==> config.mk <==
export PLATFORM = sky130hd
export DESIGN_NAME = mem_stage_flat
export DESIGN_NICKNAME = d
export VERILOG_FILES = /design/src/rtl/mem_stage_if.sv /design/src/rtl/mem_stage.sv /design/src/flat_wrapper.sv
export SDC_FILE = /design/constraint.sdc
export NUM_CORES = 1
export LEC_CHECK = 0
export CORE_MARGIN = 10
export CORE_UTILIZATION = 40
export DETAILED_ROUTE_END_ITERATION = 16
export PLACE_DENSITY = 0.81
export SLEW_MARGIN = 5
export SYNTH_ARGS = -nofsm -noshare
export SYNTH_HDL_FRONTEND = slang
export SYNTH_SLANG_ARGS = --single-unit
==> constraint.sdc <==
create_clock -name clk -period 5.6 [get_ports clk]
set_clock_uncertainty 0.2 [all_clocks]
set_input_delay 1.4 -clock clk [delete_from_list [all_inputs] [get_ports clk]]
set_output_delay 1.4 -clock clk [all_outputs]
set_load 0.05 [all_outputs]
==> src/rtl/mem_stage_if.sv <==
// Bus bundles around the memory stage: EX->MEM issue, MEM<->data memory, MEM->WB record.
`default_nettype none

interface mem_ex_if #(
   parameter int DATA_W = 16
);
   logic              ex_valid;
   logic              ex_ready;
   logic [3:0]        ex_opcode;
   logic [DATA_W-1:0] ex_alu_out;
   logic [DATA_W-1:0] ex_st_data;
   logic [3:0]        ex_rd;

   modport master (
      output ex_valid, ex_opcode, ex_alu_out, ex_st_data, ex_rd,
      input  ex_ready
   );
   modport slave (
      input  ex_valid, ex_opcode, ex_alu_out, ex_st_data, ex_rd,
      output ex_ready
   );
endinterface

interface mem_dmem_if #(
   parameter int DATA_W = 16
);
   logic              mem_en;
   logic              mem_wr;
   logic [DATA_W-1:0] mem_addr;
   logic [DATA_W-1:0] mem_wdata;
   logic [DATA_W-1:0] mem_rdata;
   logic              mem_done;

   modport master (
      output mem_en, mem_wr, mem_addr, mem_wdata,
      input  mem_rdata, mem_done
   );
   modport slave (
      input  mem_en, mem_wr, mem_addr, mem_wdata,
      output mem_rdata, mem_done
   );
endinterface

interface mem_wb_if #(
   parameter int DATA_W = 16
);
   logic              wb_valid;
   logic              wb_we;
   logic [3:0]        wb_rd;
   logic [DATA_W-1:0] wb_data;

   modport master (
      output wb_valid, wb_we, wb_rd, wb_data
   );
   modport slave (
      input  wb_valid, wb_we, wb_rd, wb_data
   );
endinterface

`default_nettype wire

==> src/rtl/mem_stage.sv <==
// mem_stage: 16-bit CPU memory stage; issues LW/SW to data memory with a
// request/done handshake, stalls EX meanwhile, emits one registered WB record per instruction.
`default_nettype none

module mem_stage #(
   parameter int DATA_W      = 16,
   parameter int STALL_CNT_W = 16
) (
   input  wire logic                   clk,
   input  wire logic                   rst,
   mem_ex_if.slave                     ex,
   mem_dmem_if.master                  dmem,
   mem_wb_if.master                    wb,
   output logic                        align_err,
   output logic                        halted,
   output logic [STALL_CNT_W-1:0]      stall_cycles
);

   localparam logic [3:0] c_OP_LW  = 4'b1000;
   localparam logic [3:0] c_OP_SW  = 4'b1001;
   localparam logic [3:0] c_OP_HLT = 4'b1111;
   localparam logic [STALL_CNT_W-1:0] c_STALL_MAX = {STALL_CNT_W{1'b1}};
   localparam logic [STALL_CNT_W-1:0] c_STALL_ONE = STALL_CNT_W'(1);

   typedef enum logic [1:0] {
      S_IDLE     = 2'd0,
      S_MEM_WAIT = 2'd1,
      S_HALTED   = 2'd2
   } state_t;

   state_t r_state;
   state_t w_state_nxt;

   logic              w_accept;
   logic              w_done;
   logic              w_ex_ready;
   logic              w_mem_en;
   logic              w_is_mem;
   logic              w_is_pass;
   logic              w_is_hlt;

   logic              r_mem_wr;
   logic [DATA_W-1:0] r_mem_addr;
   logic [DATA_W-1:0] r_mem_wdata;
   logic [3:0]        r_rd;
   logic              r_wb_valid;
   logic              r_wb_we;
   logic [3:0]        r_wb_rd;
   logic [DATA_W-1:0] r_wb_data;
   logic              r_align_err;
   logic              r_halted;
   logic [STALL_CNT_W-1:0] r_stall_cnt;

   // Opcode classification; anything not pass-through, memory or HLT is a branch.
   always_comb begin
      w_is_mem  = 1'b0;
      w_is_pass = 1'b0;
      w_is_hlt  = 1'b0;
      case (ex.ex_opcode)
         4'b0000, 4'b0001, 4'b0010, 4'b0011,
         4'b0100, 4'b0101, 4'b0110, 4'b0111,
         4'b1010, 4'b1011, 4'b1110:  w_is_pass = 1'b1;
         c_OP_LW, c_OP_SW:           w_is_mem  = 1'b1;
         c_OP_HLT:                   w_is_hlt  = 1'b1;
         default:                    w_is_pass = 1'b0;
      endcase
   end

   always_ff @(posedge clk or posedge rst) begin
      if (rst) begin
         r_state <= S_IDLE;
      end else begin
         r_state <= w_state_nxt;
      end
   end

   always_comb begin
      w_state_nxt = r_state;
      w_ex_ready  = 1'b0;
      w_mem_en    = 1'b0;
      w_accept    = 1'b0;
      w_done      = 1'b0;
      case (r_state)
         S_IDLE: begin
            w_ex_ready = 1'b1;
            w_accept   = ex.ex_valid;
            if (ex.ex_valid) begin
               if (w_is_mem) begin
                  w_state_nxt = S_MEM_WAIT;
               end else if (w_is_hlt) begin
                  w_state_nxt = S_HALTED;
               end
            end
         end
         S_MEM_WAIT: begin
            w_mem_en = 1'b1;
            w_done   = dmem.mem_done;
            if (dmem.mem_done) begin
               w_state_nxt = S_IDLE;
            end
         end
         S_HALTED: begin
            w_state_nxt = S_HALTED;
         end
         default: begin
            w_state_nxt = S_IDLE;
         end
      endcase
   end

   always_ff @(posedge clk or posedge rst) begin
      if (rst) begin
         r_mem_wr    <= 1'b0;
         r_mem_addr  <= '0;
         r_mem_wdata <= '0;
         r_rd        <= 4'd0;
         r_wb_valid  <= 1'b0;
         r_wb_we     <= 1'b0;
         r_wb_rd     <= 4'd0;
         r_wb_data   <= '0;
         r_align_err <= 1'b0;
         r_halted    <= 1'b0;
         r_stall_cnt <= '0;
      end else begin
         r_wb_valid <= 1'b0;
         if (w_accept) begin
            if (w_is_mem) begin
               // Misaligned accesses still go out, at the word-aligned address.
               r_mem_addr  <= {ex.ex_alu_out[DATA_W-1:1], 1'b0};
               r_mem_wdata <= ex.ex_st_data;
               r_mem_wr    <= (ex.ex_opcode == c_OP_SW);
               r_rd        <= ex.ex_rd;
               if (ex.ex_alu_out[0]) begin
                  r_align_err <= 1'b1;
               end
            end else begin
               r_wb_valid <= 1'b1;
               r_wb_rd    <= ex.ex_rd;
               r_wb_we    <= w_is_pass;
               r_wb_data  <= w_is_pass ? ex.ex_alu_out : '0;
               if (w_is_hlt) begin
                  r_halted <= 1'b1;
               end
            end
         end
         if (w_mem_en && (r_stall_cnt != c_STALL_MAX)) begin
            r_stall_cnt <= r_stall_cnt + c_STALL_ONE;
         end
         if (w_done) begin
            r_wb_valid <= 1'b1;
            r_wb_rd    <= r_rd;
            r_wb_we    <= ~r_mem_wr;
            r_wb_data  <= r_mem_wr ? '0 : dmem.mem_rdata;
         end
      end
   end

   assign ex.ex_ready    = w_ex_ready;
   assign dmem.mem_en    = w_mem_en;
   assign dmem.mem_wr    = r_mem_wr;
   assign dmem.mem_addr  = r_mem_addr;
   assign dmem.mem_wdata = r_mem_wdata;
   assign wb.wb_valid    = r_wb_valid;
   assign wb.wb_we       = r_wb_we;
   assign wb.wb_rd       = r_wb_rd;
   assign wb.wb_data     = r_wb_data;
   assign align_err      = r_align_err;
   assign halted         = r_halted;
   assign stall_cycles   = r_stall_cnt;

endmodule

`default_nettype wire

==> src/flat_wrapper.sv <==
// flat-port wrapper written by rule: the top's interface ports become plain ports
module mem_stage_flat 
#(
   parameter int DATA_W      = 16,
   parameter int STALL_CNT_W = 16
)
  (clk, rst, align_err, halted, stall_cycles, ex_ex_valid, ex_ex_opcode, ex_ex_alu_out, ex_ex_st_data, ex_ex_rd, ex_ex_ready, dmem_mem_en, dmem_mem_wr, dmem_mem_addr, dmem_mem_wdata, dmem_mem_rdata, dmem_mem_done, wb_wb_valid, wb_wb_we, wb_wb_rd, wb_wb_data);
  mem_ex_if #(.DATA_W(DATA_W)) ex_i ();
  mem_dmem_if #(.DATA_W(DATA_W)) dmem_i ();
  mem_wb_if #(.DATA_W(DATA_W)) wb_i ();
  input  wire logic clk;
  input  wire logic rst;
  output logic align_err;
  output logic halted;
  output logic [STALL_CNT_W-1:0] stall_cycles;
  input wire logic [$bits(ex_i.ex_valid)-1:0] ex_ex_valid;
  input wire logic [$bits(ex_i.ex_opcode)-1:0] ex_ex_opcode;
  input wire logic [$bits(ex_i.ex_alu_out)-1:0] ex_ex_alu_out;
  input wire logic [$bits(ex_i.ex_st_data)-1:0] ex_ex_st_data;
  input wire logic [$bits(ex_i.ex_rd)-1:0] ex_ex_rd;
  output wire logic [$bits(ex_i.ex_ready)-1:0] ex_ex_ready;
  output wire logic [$bits(dmem_i.mem_en)-1:0] dmem_mem_en;
  output wire logic [$bits(dmem_i.mem_wr)-1:0] dmem_mem_wr;
  output wire logic [$bits(dmem_i.mem_addr)-1:0] dmem_mem_addr;
  output wire logic [$bits(dmem_i.mem_wdata)-1:0] dmem_mem_wdata;
  input wire logic [$bits(dmem_i.mem_rdata)-1:0] dmem_mem_rdata;
  input wire logic [$bits(dmem_i.mem_done)-1:0] dmem_mem_done;
  output wire logic [$bits(wb_i.wb_valid)-1:0] wb_wb_valid;
  output wire logic [$bits(wb_i.wb_we)-1:0] wb_wb_we;
  output wire logic [$bits(wb_i.wb_rd)-1:0] wb_wb_rd;
  output wire logic [$bits(wb_i.wb_data)-1:0] wb_wb_data;
  assign ex_i.ex_valid = ex_ex_valid;
  assign ex_i.ex_opcode = ex_ex_opcode;
  assign ex_i.ex_alu_out = ex_ex_alu_out;
  assign ex_i.ex_st_data = ex_ex_st_data;
  assign ex_i.ex_rd = ex_ex_rd;
  assign ex_ex_ready = ex_i.ex_ready;
  assign dmem_mem_en = dmem_i.mem_en;
  assign dmem_mem_wr = dmem_i.mem_wr;
  assign dmem_mem_addr = dmem_i.mem_addr;
  assign dmem_mem_wdata = dmem_i.mem_wdata;
  assign dmem_i.mem_rdata = dmem_mem_rdata;
  assign dmem_i.mem_done = dmem_mem_done;
  assign wb_wb_valid = wb_i.wb_valid;
  assign wb_wb_we = wb_i.wb_we;
  assign wb_wb_rd = wb_i.wb_rd;
  assign wb_wb_data = wb_i.wb_data;
  mem_stage #(.DATA_W(DATA_W), .STALL_CNT_W(STALL_CNT_W)) u_core (.clk(clk), .rst(rst), .ex(ex_i), .dmem(dmem_i), .wb(wb_i), .align_err(align_err), .halted(halted), .stall_cycles(stall_cycles));
endmodule
; ---- Yosys cells after proc, flatten, opt, wreduce, memory -nomap -nowiden
; Cells that the tools add are included.
[word_totals]
register_bits = 78
out_inout_bits = 75
word_cells = 72
[op_classes]
n_addsub = 1
n_eq_ne = 20
mux = 26
n_bitwise = 2
n_reduce_logical = 11
[ops]
columns = operator, count
row1 = $mux 16, 5
row2 = $eq 4x4->1 const B, 6
row3 = $add 16x1->16 const B, 1
row4 = $eq 4x3->1 const B, 4
row5 = $ne 16x16->1 const B, 1
row6 = $mux 1, 13
row7 = $mux 4, 3
row8 = $reduce_or 11->1, 1
row9 = $reduce_and 3->1, 3
row10 = $eq 4x2->1 const B, 2
row11 = $mux 2, 4
row12 = $pmux 2 s3, 1
row13 = $eq 4x1->1 const B, 1
row14 = $logic_not 4->1, 1
row15 = $ne 2x2->1 const B, 2
row16 = $reduce_and 2->1, 2
row17 = $ne 3x1->1 const B, 1
row18 = $eq 2x1->1 const B, 1
row19 = $eq 2x2->1 const B, 1
row20 = $logic_not 2->1, 1
row21 = $ne 2x1->1 const B, 1
row22 = $not 1->1, 2
row23 = $reduce_bool 2->1, 1
row24 = $reduce_or 2->1, 1
row25 = $logic_and 1x1->1, 1

; ---- Depth between registers and ports, before layout
[logic_depth]
depth_word = 7
ltp_mapped = 7
mapped_depth_nobuf = 5

; ---- Worst setup path before layout
; Ideal clock, no wire load.
[synth_path]
path_type = input port to flip-flop
startpoint = input port ex_ex_valid
endpoint = register u_core.r_wb_data[10] (netlist: u_core.wb.wb_data[10])
arrival_ns = 2.513
required_time_ns = 5.282
slack_ns = 2.769
cell_stages = 6
path_buffers = 2
path_cell_list = or3b_1 -> o21a_1 -> buf_6 -> buf_8 -> a22o_1 -> a21o_1
[synth_between]
elab_chain_cells = 3
[synth_rtl]
columns = item, line
row1 = from (decl), flat_wrapper.sv:16  ; input wire logic [$bits(ex_i.ex_valid)-1:0] ex_ex_valid;
row2 = $mux 1, mem_stage.sv:83  ; case (r_state)
row3 = $reduce_bool 2->1 (no line), --
row4 = $reduce_and 2->1 (no line), --
row5 = to (signal assigned), mem_stage.sv:140  ; r_wb_data <= w_is_pass ? ex.ex_alu_out : '0;
row6 = to (signal assigned), mem_stage.sv:153  ; r_wb_data <= r_mem_wr ? '0 : dmem.mem_rdata;
row7 = to (decl), mem_stage.sv:49  ; logic [DATA_W-1:0] r_wb_data;
; Every way passes these cells.
; A chain may end at the register's enable or synchronous reset.

; ---- Final worst setup path
[layout_path]
startpoint = input port ex_ex_opcode[3]
endpoint = register u_core.r_mem_wdata[11] (netlist: u_core.dmem.mem_wdata[11])
[layout_between]
elab_chain_cells = 4
word_cells_on_any_way = 5
cone_classes = eq/ne: 2 / mux: 1 / reduce/logical: 2
[layout_rtl]
columns = item, line
row1 = from (decl), flat_wrapper.sv:17  ; input wire logic [$bits(ex_i.ex_opcode)-1:0] ex_ex_opcode;
row2 = $eq 4x4->1, mem_stage.sv:59  ; case (ex.ex_opcode)
row3 = $reduce_or 2->1 (*), mem_stage.sv:59
row4 = $mux 1 (*), mem_stage.sv:59
row5 = $reduce_and 2->1 (no line) (*), --
row6 = to (signal assigned), mem_stage.sv:130  ; r_mem_wdata <= ex.ex_st_data;
row7 = to (decl), mem_stage.sv:44  ; logic [DATA_W-1:0] r_mem_wdata;
; Every way passes the cells marked *; elsewhere a longest branch is shown, timed or not.

==> results.cfg <==
[run_status]
status = completed

[synth]
synth_cell_types = 42
synthTopCellsByArea = dfrtp_1 (58%), mux2_2 (12%), a21o_1 (3.6%), a22o_1 (2.6%), xor2_1 (2.6%)
synthFlopType = dfrtp_1
netlist_top_cells_count = dfrtp_1 (78), mux2_2 (37), a21o_1 (16), nand2_1 (11)
syn_nets = 309
synth-async-reset-ratio = 1.00
synth-seq-cells = 78
synth_area_mm2 = 0.00335
synth.avg_cell_area_um2 = 13.5
synthMostInstantiatedCell = dfrtp_1
synth_cells = 248
ys_seq_area_frac = 0.583
ys_warn_count = 0
synth_top_area_cell = dfrtp_1
synth_edf_count = 0
synth_top_area_frac = 0.583

[timing]
finalCritPeriodShare = 0.673
period_needed_ps = 3770
finalHoldViolCount = 0
slew_headroom = 0.342
max_clock_freq_mhz = 266
tightest_slew_ps = 986
setup_violations = 0
slew_viol_final = 0
rsz0062_at_grt = no
hold_ws_ps = 278
fin_ws_ps = 1830
setup_tns_ps = 0

[die]
dieArea_mm2 = 0.0124
coreArea_mm2 = 0.00818
die_h_um = 111
rows = 33
die_w_um = 111
initial_utilization = 0.409
io_pins = 135

[finish]
fin_area_mm2 = 0.00494
drive_above_1_share = 0.181
syn2layout_area_growth_pct = 47.6
fillers = 684
final_nets = 443
diodes = 0

[flow_run]
max_cap_violations = 0

[routing]
wl_mm = 9.12
viasPerCell = 5.13
dr.pass1.iters = 4
vias = 2525
wire_per_inst_um = 18.5
drc = 0
ant_nets = 0
drt_iter0_drc = 78

[pwr]
power.density_mw_per_mm2 = 447
p_sw_frac = 0.410
p_seq_frac = 0.355
p_leak_nw = 2.25
vdd_drop_max_mv = 0.248
clockPowerShare = 0.205
p_comb_frac = 0.440
switchingPower_mw = 0.904
internal_power_mw = 1.30

[clock_tree]
htreeDepth = 3
cts_root_buf = clkbuf_8
cts.sinks = 78
cts_buffers = 9
cts_hold_buf = 0
cts_setup_buffers = 0
clk_path_buf_depth = 2
clk_latency_ps = 330
cts_tree = done
post_cts_resized = 0
cts.clk_slew.worst_paths_ps = 80

[critical_path]
worstSetupStartpointType = input port
path_max_fanout = 37
crit_required_ps = 5610
critPathArrivalTime_ps = 3780
end_kind = register
critical_path_class = in2reg

[placed_design]
post-place-ws_ps = 1470
hpwl_mm = 6.78
place_area_mm2 = 0.00472
place_congestion = 0.816
io_buffers = 133

[grt]
grt_antenna_before_repair = 0
grt_pass1_wl_mm = 14.8
grt_pass1_vias = 2857
grt_use_total = 0.145
grt_max_degree = 43
grt-ovfl-total = 0

[hold_path]
holdCritPathClass = reg2reg
-- cells by family (layout without fill, tap and decap cells) --
group	Yosys count	count (layout)	synth area share
multiplexers	42	42	0.140
adder cells (fa/ha/maj)	1	1	0.00374
other	1	1	0.00112
flip-flops	78	78	0.583
AO/OA/AOI/OAI	54	54	0.131
buffers and inverters	14	153	0.0310
AND/OR/NAND/NOR	46	46	0.0785
XOR/XNOR	12	12	0.0314
-- area by class of cell --
class                      instances  area [µm²]  area share
clock inverter                     6        86.3      0.0175
multi-input combinational        156        1290       0.261
tap                              105         131      0.0266
timing repair buffer             134        1340       0.271
sequential                        78        1950       0.395
inverter                           3        12.5     0.00253
clock buffer                      10         128      0.0258
-- cell usage in the layout (no fill, tap or decap), types with 2 or more instances in the layout --
cell type        count
clkdlybuf4s50_1    133
dfrtp_1             78
mux2_2              37
a21o_1              16
nand2_1             11
a22o_1              10
xor2_1              10
clkbuf_8             9
nand4_1              7
a21oi_1              7
nand3_1              6
a22o_2               6
o21ai_0              5
nor2_1               4
mux2i_1              4
and3_1               3
clkinv_2             3
nand3b_1             2
nor2_2               2
nor3b_1              2
o21a_1               2
nor3_1               2
xnor2_1              2
inv_1                2
a211oi_1             2
bufinv_16            2
-- critical path: stages --
cell,delay [ps]
clkdlybuf4s50_1,510
nor3b_1,430
nand3_2,840
mux2_2,590
-- registers in the layout (all words and copies together) (netlist names) --
name	flops
u_core.r_state	2
u_core.dmem.mem_addr	15
u_core.halted	1
u_core.wb.wb_we	1
u_core.wb.wb_rd	4
u_core.wb.wb_data	16
u_core.align_err	1
u_core.dmem.mem_wdata	16
u_core.r_rd	4
u_core.wb.wb_valid	1
u_core.stall_cycles	16
u_core.dmem.mem_wr	1
-- per-stage QoR --
stage,instances,util,power [mW]
after floorplan,248,-,1.41
after global placement,476,0.578,1.76
after detailed placement,476,0.578,1.78
after CTS,492,0.604,2.24
after global routing,492,0.604,2.32
final,492,0.604,2.21
-- routing by layer --
| metal | GRT usage | vias up | routed length [µm] | share of wire |
|---|---|---|---|---|
| met5 | 0 | - | 0 | 0 |
| met4 | 0.0428 | 0 | 85 | 0.0093 |
| met3 | 0.0741 | 6 | 875 | 0.096 |
| met2 | 0.231 | 90 | 4390 | 0.48 |
| met1 | 0.167 | 1264 | 3760 | 0.41 |
| li1 | - | 1165 | - | - |
-- power by group through the flow --
stage / clock (mW) / sequential (mW) / combinational (mW)
after global routing: 0.495 / 0.805 / 1.02
after global placement: 0 / 0.786 / 0.973
after CTS: 0.467 / 0.785 / 0.986
after detailed placement: 0 / 0.792 / 0.983
final: 0.452 / 0.784 / 0.972
after floorplan: 0 / 1.22 / 0.193
-- final timing paths --
check	from	endpoint	slack, ps	depth (start not counted)
setup / recovery	ex_ex_opcode[3]	u_core.dmem.mem_wdata[11]	1830	4
hold / removal	u_core.halted	u_core.halted	280	1
setup reg to reg	u_core.r_state[0]	u_core.dmem.mem_wdata[11]	3060	3
hold reg to reg	u_core.halted	u_core.halted	280	1
max in group asynchronous	rst	u_core.dmem.mem_wdata[10]	2990	3
min in group asynchronous	rst	u_core.dmem.mem_wdata[0]	1270	2
Note: power is estimated with default switching activity, not from simulation.
